$ cat src/rtl/chan_frame_pkg.sv
// rtl/chan_frame_pkg.sv - shared types and helpers for the channel frame packer
package chan_frame_pkg;

  localparam int CHAN_NUM = 3;

  typedef enum logic [1:0] {
    ST_IDLE,
    ST_HEAD,
    ST_DATA,
    ST_SUM
  } state_t;

  // Header word: tag in the upper byte, channel number in the low bits.
  function automatic logic [15:0] build_hdr(input logic [7:0] tag, input logic [1:0] chan);
    return {tag, 6'd0, chan};
  endfunction

  // Channel reached by stepping k places after last, wrapping over CHAN_NUM.
  function automatic logic [1:0] rr_chan(input logic [1:0] last, input int k);
    int v;
    v = (int'(last) + k) % CHAN_NUM;
    return v[1:0];
  endfunction

endpackage

$ cat src/rtl/chan_buf.sv
// rtl/chan_buf.sv - per-channel ring buffer with occupancy count
module chan_buf #(
  parameter int DEPTH = 8,
  parameter int CW    = $clog2(DEPTH + 1)
) (
  input  logic          clk,
  input  logic          rst,
  input  logic          wr,
  input  logic [15:0]   wdata,
  input  logic          rd,
  output logic [15:0]   rdata,
  output logic [CW-1:0] count,
  output logic          full
);

  localparam int PW = $clog2(DEPTH);

  logic [15:0]   r_mem [DEPTH];
  logic [PW-1:0] r_wptr;
  logic [PW-1:0] r_rptr;
  logic [CW-1:0] r_count;
  logic          w_push;
  logic          w_pop;

  // A write into a full buffer still lands when a pop frees a slot on the same edge.
  assign w_pop  = rd && (r_count != '0);
  assign w_push = wr && ((r_count != CW'(DEPTH)) || w_pop);
  assign rdata  = r_mem[r_rptr];
  assign count  = r_count;
  assign full   = (r_count == CW'(DEPTH));

  function automatic logic [PW-1:0] ptr_inc(input logic [PW-1:0] p);
    return (p == PW'(DEPTH - 1)) ? '0 : p + PW'(1);
  endfunction

  // Storage array; contents need no reset because the count gates validity.
  always_ff @(posedge clk) begin
    if (w_push) begin
      r_mem[r_wptr] <= wdata;
    end
  end

  // Pointer and occupancy tracking.
  always_ff @(posedge clk) begin
    if (rst) begin
      r_wptr  <= '0;
      r_rptr  <= '0;
      r_count <= '0;
    end else begin
      if (w_push) begin
        r_wptr <= ptr_inc(r_wptr);
      end
      if (w_pop) begin
        r_rptr <= ptr_inc(r_rptr);
      end
      case ({w_push, w_pop})
        2'b10:   r_count <= r_count + CW'(1);
        2'b01:   r_count <= r_count - CW'(1);
        default: r_count <= r_count;
      endcase
    end
  end

endmodule

$ cat src/rtl/chan_frame_pack.sv
// rtl/chan_frame_pack.sv - repackages a channel-tagged word stream into framed packets
module chan_frame_pack
  import chan_frame_pkg::*;
#(
  parameter int         FRAME_LEN = 4,
  parameter logic [7:0] HDR_TAG   = 8'hA5
) (
  input  logic        clk,
  input  logic        rst,
  input  logic [15:0] din,
  input  logic        din_vld,
  input  logic [1:0]  din_chan,
  output logic [15:0] dout,
  output logic        dout_vld,
  input  logic        dout_rdy,
  output logic        dout_sop,
  output logic        dout_eop,
  output logic [1:0]  dout_chan,
  output logic [2:0]  ovf,
  output logic        bad_chan
);

  localparam int DEPTH = 2 * FRAME_LEN;
  localparam int CW    = $clog2(DEPTH + 1);
  localparam int BW    = (FRAME_LEN > 1) ? $clog2(FRAME_LEN) : 1;

  state_t              r_state;
  state_t              w_state_nxt;
  logic [1:0]          r_chan;
  logic [1:0]          r_last;
  logic [1:0]          w_pick;
  logic                w_any_rdy;
  logic                w_xfer;
  logic [BW-1:0]       r_beat;
  logic [15:0]         r_sum;
  logic [15:0]         w_head;
  logic [CHAN_NUM-1:0] w_wr;
  logic [CHAN_NUM-1:0] w_rd;
  logic [CHAN_NUM-1:0] w_full;
  logic [CHAN_NUM-1:0] w_rdy;
  logic [CHAN_NUM-1:0] w_drop;
  logic [CW-1:0]       w_count [CHAN_NUM];
  logic [15:0]         w_rdata [CHAN_NUM];
  logic [CHAN_NUM-1:0] r_ovf;
  logic                r_bad;

  assign w_xfer    = dout_vld && dout_rdy;
  assign dout_chan = r_chan;
  assign ovf       = r_ovf;
  assign bad_chan  = r_bad;

  genvar g;
  generate
    for (g = 0; g < CHAN_NUM; g++) begin : g_buf
      assign w_wr[g]   = din_vld && (din_chan == 2'(g));
      assign w_rd[g]   = (r_state == ST_DATA) && w_xfer && (r_chan == 2'(g));
      assign w_rdy[g]  = (w_count[g] >= CW'(FRAME_LEN));
      assign w_drop[g] = w_wr[g] && w_full[g] && !w_rd[g];

      chan_buf #(
        .DEPTH (DEPTH),
        .CW    (CW)
      ) u_buf (
        .clk   (clk),
        .rst   (rst),
        .wr    (w_wr[g]),
        .wdata (din),
        .rd    (w_rd[g]),
        .rdata (w_rdata[g]),
        .count (w_count[g]),
        .full  (w_full[g])
      );
    end
  endgenerate

  // Head word of the channel currently being framed.
  always_comb begin
    w_head = w_rdata[0];
    case (r_chan)
      2'd1:    w_head = w_rdata[1];
      2'd2:    w_head = w_rdata[2];
      default: w_head = w_rdata[0];
    endcase
  end

  // Round-robin pick: nearest ready channel after the last one served.
  always_comb begin
    w_pick    = r_last;
    w_any_rdy = 1'b0;
    for (int k = CHAN_NUM; k >= 1; k--) begin
      if (w_rdy[rr_chan(r_last, k)]) begin
        w_pick    = rr_chan(r_last, k);
        w_any_rdy = 1'b1;
      end
    end
  end

  // Frame sequencer next state and output word selection.
  always_comb begin
    w_state_nxt = r_state;
    dout        = 16'h0000;
    dout_vld    = 1'b0;
    dout_sop    = 1'b0;
    dout_eop    = 1'b0;
    case (r_state)
      ST_IDLE: begin
        if (w_any_rdy) begin
          w_state_nxt = ST_HEAD;
        end
      end
      ST_HEAD: begin
        dout     = build_hdr(HDR_TAG, r_chan);
        dout_vld = 1'b1;
        dout_sop = 1'b1;
        if (w_xfer) begin
          w_state_nxt = ST_DATA;
        end
      end
      ST_DATA: begin
        dout     = w_head;
        dout_vld = 1'b1;
        if (w_xfer && (r_beat == BW'(FRAME_LEN - 1))) begin
          w_state_nxt = ST_SUM;
        end
      end
      ST_SUM: begin
        dout     = r_sum;
        dout_vld = 1'b1;
        dout_eop = 1'b1;
        if (w_xfer) begin
          w_state_nxt = ST_IDLE;
        end
      end
      default: w_state_nxt = ST_IDLE;
    endcase
  end

  // State register plus per-frame channel, beat count, checksum and arbiter history.
  always_ff @(posedge clk) begin
    if (rst) begin
      r_state <= ST_IDLE;
      r_chan  <= 2'd0;
      r_last  <= 2'd2;
      r_beat  <= '0;
      r_sum   <= 16'h0000;
    end else begin
      r_state <= w_state_nxt;
      case (r_state)
        ST_IDLE: begin
          if (w_any_rdy) begin
            r_chan <= w_pick;
            r_sum  <= 16'h0000;
          end
        end
        ST_HEAD: begin
          if (w_xfer) begin
            r_beat <= '0;
          end
        end
        ST_DATA: begin
          if (w_xfer) begin
            r_sum  <= r_sum + w_head;
            r_beat <= r_beat + BW'(1);
          end
        end
        ST_SUM: begin
          if (w_xfer) begin
            r_last <= r_chan;
          end
        end
        default: ;
      endcase
    end
  end

  // Overflow and illegal-channel pulses, one cycle after the offending input.
  always_ff @(posedge clk) begin
    if (rst) begin
      r_ovf <= '0;
      r_bad <= 1'b0;
    end else begin
      r_ovf <= w_drop;
      r_bad <= din_vld && (din_chan == 2'd3);
    end
  end

endmodule

$ cat config.mk
export PLATFORM = sky130hd
export DESIGN_NAME = chan_frame_pack
export DESIGN_NICKNAME = d
export VERILOG_FILES = /design/src/rtl/chan_frame_pkg.sv /design/src/rtl/chan_buf.sv /design/src/rtl/chan_frame_pack.sv
export SDC_FILE = /design/constraint.sdc
export NUM_CORES = 1
export LEC_CHECK = 0
export BUFFER_PORTS_ARGS = -buffer_cell sky130_fd_sc_hd__buf_2
export CORE_ASPECT_RATIO = 2
export CORE_MARGIN = 3
export CORE_UTILIZATION = 60
export CTS_CLUSTER_SIZE = 30
export DETAILED_ROUTE_END_ITERATION = 12
export PLACE_DENSITY = 0.77
export SETUP_SLACK_MARGIN = 0.5
export SYNTH_ARGS = -nofsm -noshare
export SYNTH_HDL_FRONTEND = slang
export SYNTH_SLANG_ARGS = --single-unit
$ cat constraint.sdc
create_clock -name clk -period 9.9 [get_ports clk]
set_clock_uncertainty 0.2 [all_clocks]
set_input_delay 0 -clock clk [delete_from_list [all_inputs] [get_ports clk]]
set_output_delay 0 -clock clk [all_outputs]
set_load 0.01 [all_outputs]
======== Yosys cells after proc, flatten, opt, wreduce, memory -nomap -nowiden ========
Memory sizes are Yosys's and may differ from the RTL's. A register that Yosys moved wholly into a read port is not among the register bits.
Index checks and enable logic that the tools add are counted.
storage, ports and cells
  word-level logic and storage cells ...... 170
  output and inout port bits .............. 25
  input port bits ......................... 22
  memories kept ........................... 3
  register bits ........................... 58
  RAM bits ................................ 384
memories
  memory                depth  bits a word  rd ports  clocked after memory_dff  write ports  RTL line        RTL
  g_buf[0].u_buf.r_mem  8      16           1         1                         1            chan_buf.sv:18  logic [15:0] r_mem [DEPTH];
  g_buf[1].u_buf.r_mem  8      16           1         1                         1            chan_buf.sv:18
  g_buf[2].u_buf.r_mem  8      16           1         1                         1            chan_buf.sv:18
cells by class
  magnitude comparators ................... 6
  divide/modulo/power cells ............... 3
  equal/unequal tests ..................... 32
  mux-type cells .......................... 48
  reductions and logical operators ........ 45
  $add $sub $neg .......................... 17
operators by type and width
  operator                                                            number
  remainder unit 32 x 3 -> 32 bit (second input constant)             3
  case mux 16 bit (2 select lines)                                    2
  case mux 16 bit (3 select lines)                                    1
  2-to-1 mux 3 bit                                                    12
  2-to-1 mux 16 bit                                                   2
  case mux 4 bit (2 select lines)                                     3
  logical AND 1 bit                                                   22
  adder 3 x 1 -> 3 bit (second input constant)                        6
  == test 2 bit (second input constant)                               9
  == test 3 bit (second input constant)                               6
  adder 16 bit                                                        1
  2-to-1 mux 2 bit                                                    8
  2-to-1 mux 1 bit                                                    15
  adder 4 x 1 -> 4 bit (second input constant)                        3
  == test 2 x 1 -> 1 bit (second input constant)                      6
  == test 4 bit (second input constant)                               3
  greater-or-equal comparator 4 x 3 -> 1 bit (second input constant)  3
  inequality test 4 bit (second input constant)                       3
  nonzero test 4 bit                                                  3
  subtractor 4 x 1 -> 4 bit (second input constant)                   3
  nonzero test 2 bit                                                  5
  < comparator 2 x 3 -> 1 bit (second input constant)                 3
  inequality test 2 bit (second input constant)                       4
  case mux 2 bit (4 select lines)                                     1
  13 further kinds                                                    24

======== Depth between registers and ports, before layout ========
  word-level depth ........................ 11
  mapped depth ............................ 16
  mapped depth without buffers ............ 15

======== Modules after synthesis ========
Synthesis repeated with hierarchy kept, for this count alone.
unflattened totals
  cells, all modules ...................... 1180
  area total of the unflattened synthesis .. 19648.8 um^2
by module, submodules not included
  module                     sequential area each (um^2)  cells each  times used  area each (um^2)
  chan_buf (g_buf[2].u_buf)  4103.9                       268         1           5684.2
  chan_buf (g_buf[1].u_buf)  4103.9                       267         1           5683.0
  chan_buf (g_buf[0].u_buf)  4103.9                       260         1           5466.5
  chan_frame_pack            560.5                        385         1           2815.2

======== Worst setup path before layout ========
Ideal clock, no wire load.
  kind .................................... register -> register
  from .................................... reg r_state[1]
  to ...................................... mem g_buf[2].u_buf.r_mem[4][0] (enable)
  arrival time ............................ 3520 ps
  clock period less this slack ............ 4157 ps
  path buffers ............................ 1
  path slack .............................. 5743 ps
  data required time ...................... 9264 ps
  stages on the path, launching flop included .. 11
  cells stage by stage .................... dfxtp_1 -> inv_1 -> ha_1 -> nor2b_1 -> and2_1 -> buf_2 -> nand2_1 -> nand4b_1 -> and4b_1 -> inv_2 -> nor4b_1
on the way
  word-level cells in the longest chain between the ends .. 11
  elaborated cells on any way between the ends .. 13
ends and longest elaborated chain
  element                                      RTL line                                       RTL
  start, declared                              chan_frame_pack.sv:27                          state_t r_state;
  start signal, assigned                       chan_frame_pack.sv:147                         r_state <= w_state_nxt;
  == test 2 bit, or another cell as far along  chan_frame_pack.sv:56, chan_frame_pack.sv:105
  OR reduction 3 bit (no line)                 -
  2-to-1 mux 1 bit                             chan_frame_pack.sv:105                         case (r_state)
  logical AND 1 bit                            chan_frame_pack.sv:47                          assign w_xfer = dout_vld && dout_rdy;
  logical AND 1 bit * (2 in series)            chan_frame_pack.sv:56                          assign w_rd[g] = (r_state == ST_DATA) && w_xfer && (r_chan == 2'(g));
  logical AND 1 bit *                          chan_buf.sv:26                                 assign w_pop = rd && (r_count != '0);
  logical OR 1 bit *                           chan_buf.sv:27                                 assign w_push = wr && ((r_count != CW'(DEPTH)) || w_pop);
  logical AND 1 bit *                          chan_buf.sv:27
  2-to-1 mux 1 bit *                           chan_buf.sv:38                                 if (w_push) begin
  2-to-1 mux 1 bit (implied by the code) *     chan_buf.sv:39                                 r_mem[r_wptr] <= wdata;
  end, declared                                chan_buf.sv:18
Every way passes the cells marked *; elsewhere a longest branch is shown, timed or not.

==> reports/metrics.csv <==
metric,value,unit
grt_max_degree,58,
p_int,2.92,mW
finalMaxSlewViolations,0,
mostFrequentLayoutCell,edfxtp_1,
drv_cap,0,
grt_use_total,23.8,%
status,"finished, final reports clean",
critical-path-top-cell-by-count,a21oi_1,
critPathTopFamily,compound AO/OA/AOI/OAI gates,
clkTransAtPathRegs,70,ps
drive_gt1_share,23.6,%
ctsRootBufferMaster,clkbuf_16,
wl_per_cell,23.9,um
grt_pass1_wl,61400,um
leakage,6.95,nW
critPathLaunchType,flop,
first_pass_iters,5,
initial_core_util,61.1,%
wirelength,39900,um
globalplace.congestion,0.926,
grt_overflow,0,
cts-resized-gates,0,
drc_errors,0,
grt_pass1_vias,10700,
antenna_found_initial,0,
detail_route.iter0.violations,858,
path_class,flop to flop,
synth_cell_type_count,57,
clk_latency,540,ps
max_freq,0.224,GHz
path_cells,buf_4 -> mux4_2 -> mux2_2 -> a22oi_1 -> a21oi_1 -> ha_1 -> a21oi_1 -> o22ai_1 -> o211ai_1 -> o221ai_1 -> xnor2_1 -> mux2_1 -> a21oi_1,
seq_power_share,56.4,%
total_power,3.69,mW
area_growth_syn_to_layout,12.4,%
slowest_delay,580,ps
cp.required,10170,ps
critPathSlowestCell,mux4_2,
postCtsSetupRepairBufs,0,
dieArea,0.0338,sq mm
ys_ff_latch,451,
insertedDiodeCount,0,
vdd_ir_drop_max,0.000164,V
clkPwrFrac,39.4,%
layout_common_cells,"edfxtp_1, mux4_2, nor2_1",
place_hpwl,25700,um
critPathArrivalTime,4730,ps
cts_buffer_depth,3,
synthCells,1133,
final-hold-violation-count,0,
portBuffers,46,
htree_levels,2,
clock-sinks,451,
grt_setup_unrepaired,no,
power_density,173,mW/mm^2
synthesis.nets,1209,
crit_fanout,21,
rows,91,
period_needed,4460,ps
num_vias,10300,
fin_crit_sh,45.1,%
critical_path_buf_inv_count,1,
syn-mean-instance-area,16.7,sq um
setup-violations-final,0,
synthArstFlopShare,0,%
switchingPower,0.766,mW
yosysSeqAreaShare,68.1,%
power_frac_comb,4.3,%
numCtsBuffers,39,
synth_flop_cell,edfxtp_1,
ant_nets,0,
maxSlewHeadroom,34.0,%
end_kind,flop,
worst_pin_slew,988,ps
detail_route.vias_per_cell,6.19,
sw_frac_of_total,20.8,%
core,0.0310,sq mm
ios,47,
synth_edf_count,384,
yosysWarnings,0,
nNetsFinal,1301,
min_path_type,input port to flop,
dieHeight,257,um
syn-cell-area,0.0189,sq mm
die_w,132,um
tritoncts,built,
tns,0,ps
-- path summary, 6_finish.rpt --
kind               startpoint         to  slack, ps  cells past startpoint
setup reg to reg         flop  r_sum[15]       5440                     13
hold reg to reg     r_sum[15]  r_sum[15]        290                      2
setup / recovery         flop  r_sum[15]       5440                     13
hold / removal    din_chan[0]     ovf[2]        120                      3
-- registers in the layout, indices dropped and copies added (netlist names), 3 cells and up, named ones only --
| name | flops |
|---|---|
| g_buf.u_buf.count | 12 |
| r_sum | 16 |
| g_buf.u_buf.r_rptr | 9 |
| g_buf.u_buf.r_mem | 384 |
| g_buf.u_buf.r_wptr | 9 |
| ovf | 3 |
-- repair_timing --
action | in CTS | in global routing
hold endpoints to repair | 448 | 0
hold buffers | 24 | 0
setup endpoints to repair | 0 | 0
-- layer usage --
layer  track usage (%)  wire length [um]  up-vias
met1              27.6             14000     5237
met5                 0                 0        -
met4              9.14              1350        0
met2              44.7             22400      371
li1                  -                 -     4652
met3              3.21              2100       83
-- layout make-up --
class                   count  area (sq um)
flip-flops and latches    451         12900
fillers                  2008          9710
clock inverters            21           190
clock buffers              47          1030
well taps                 418           523
inverters                  28           105
repair buffers            106           741
multi-input cells         599          5790
-- cells by family (layout without fill, tap and decap cells) --
logic type,after synthesis,count (layout),synth area share [%]
DFF,451,451,68.1
and+or+nand+nor,214,214,5.52
AOI/OAI and AO/OA,167,167,5.74
muxes,143,143,14.1
buffers and inverters,83,202,1.83
adders and majority gates,55,55,3.78
xor gates and xnor gates,20,20,0.926
-- cells in the mapped netlist, drive strengths merged (22+ instances only) --
master	instances	share of area (%)
mux2	33	2.0
ha	50	3.3
edfxtp	384	61
inv	28	0.56
clkbuf	36	0.72
nand2	47	0.93
a22oi	39	1.5
mux4	96	11
dfxtp	67	7.1
nor2	80	1.6
a21oi	62	1.6
a211oi	22	0.87
-- worst reg2reg max path, delay by kind of cell, from the launching register on --
kind	cells	cell delay, ps
mux	3	1240
fa+ha+maj	1	320
compound gates	7	1450
buf+inv	1	460
flops	1	560
xor+xnor	1	180
-- per-stage QoR --
stage | area [sq um] | hold WS (ps) | worst slack (ps) | cells | utilization [%]
after floorplan | 18900 | -124 | 5740 | 1133 | -
after global placement | 19800 | 78.5 | 5520 | 1578 | 63.9
after detailed placement | 19800 | 78.6 | 5440 | 1578 | 63.9
after CTS | 21300 | 82.1 | 5400 | 1670 | 68.6
after global routing | 21300 | 113 | 5090 | 1670 | 68.6
final | 21300 | 115 | 5440 | 1670 | 68.6
-- power groups by stage --
stage,sequential (mW),combinational (mW),clock [mW]
final,2.08,0.158,1.45
after global routing,2.08,0.173,1.55
after CTS,2.08,0.158,1.47
after detailed placement,2.12,0.150,0
after global placement,2.12,0.147,0
after floorplan,2.12,0.0878,0
Power figures use the tool's default switching activity.
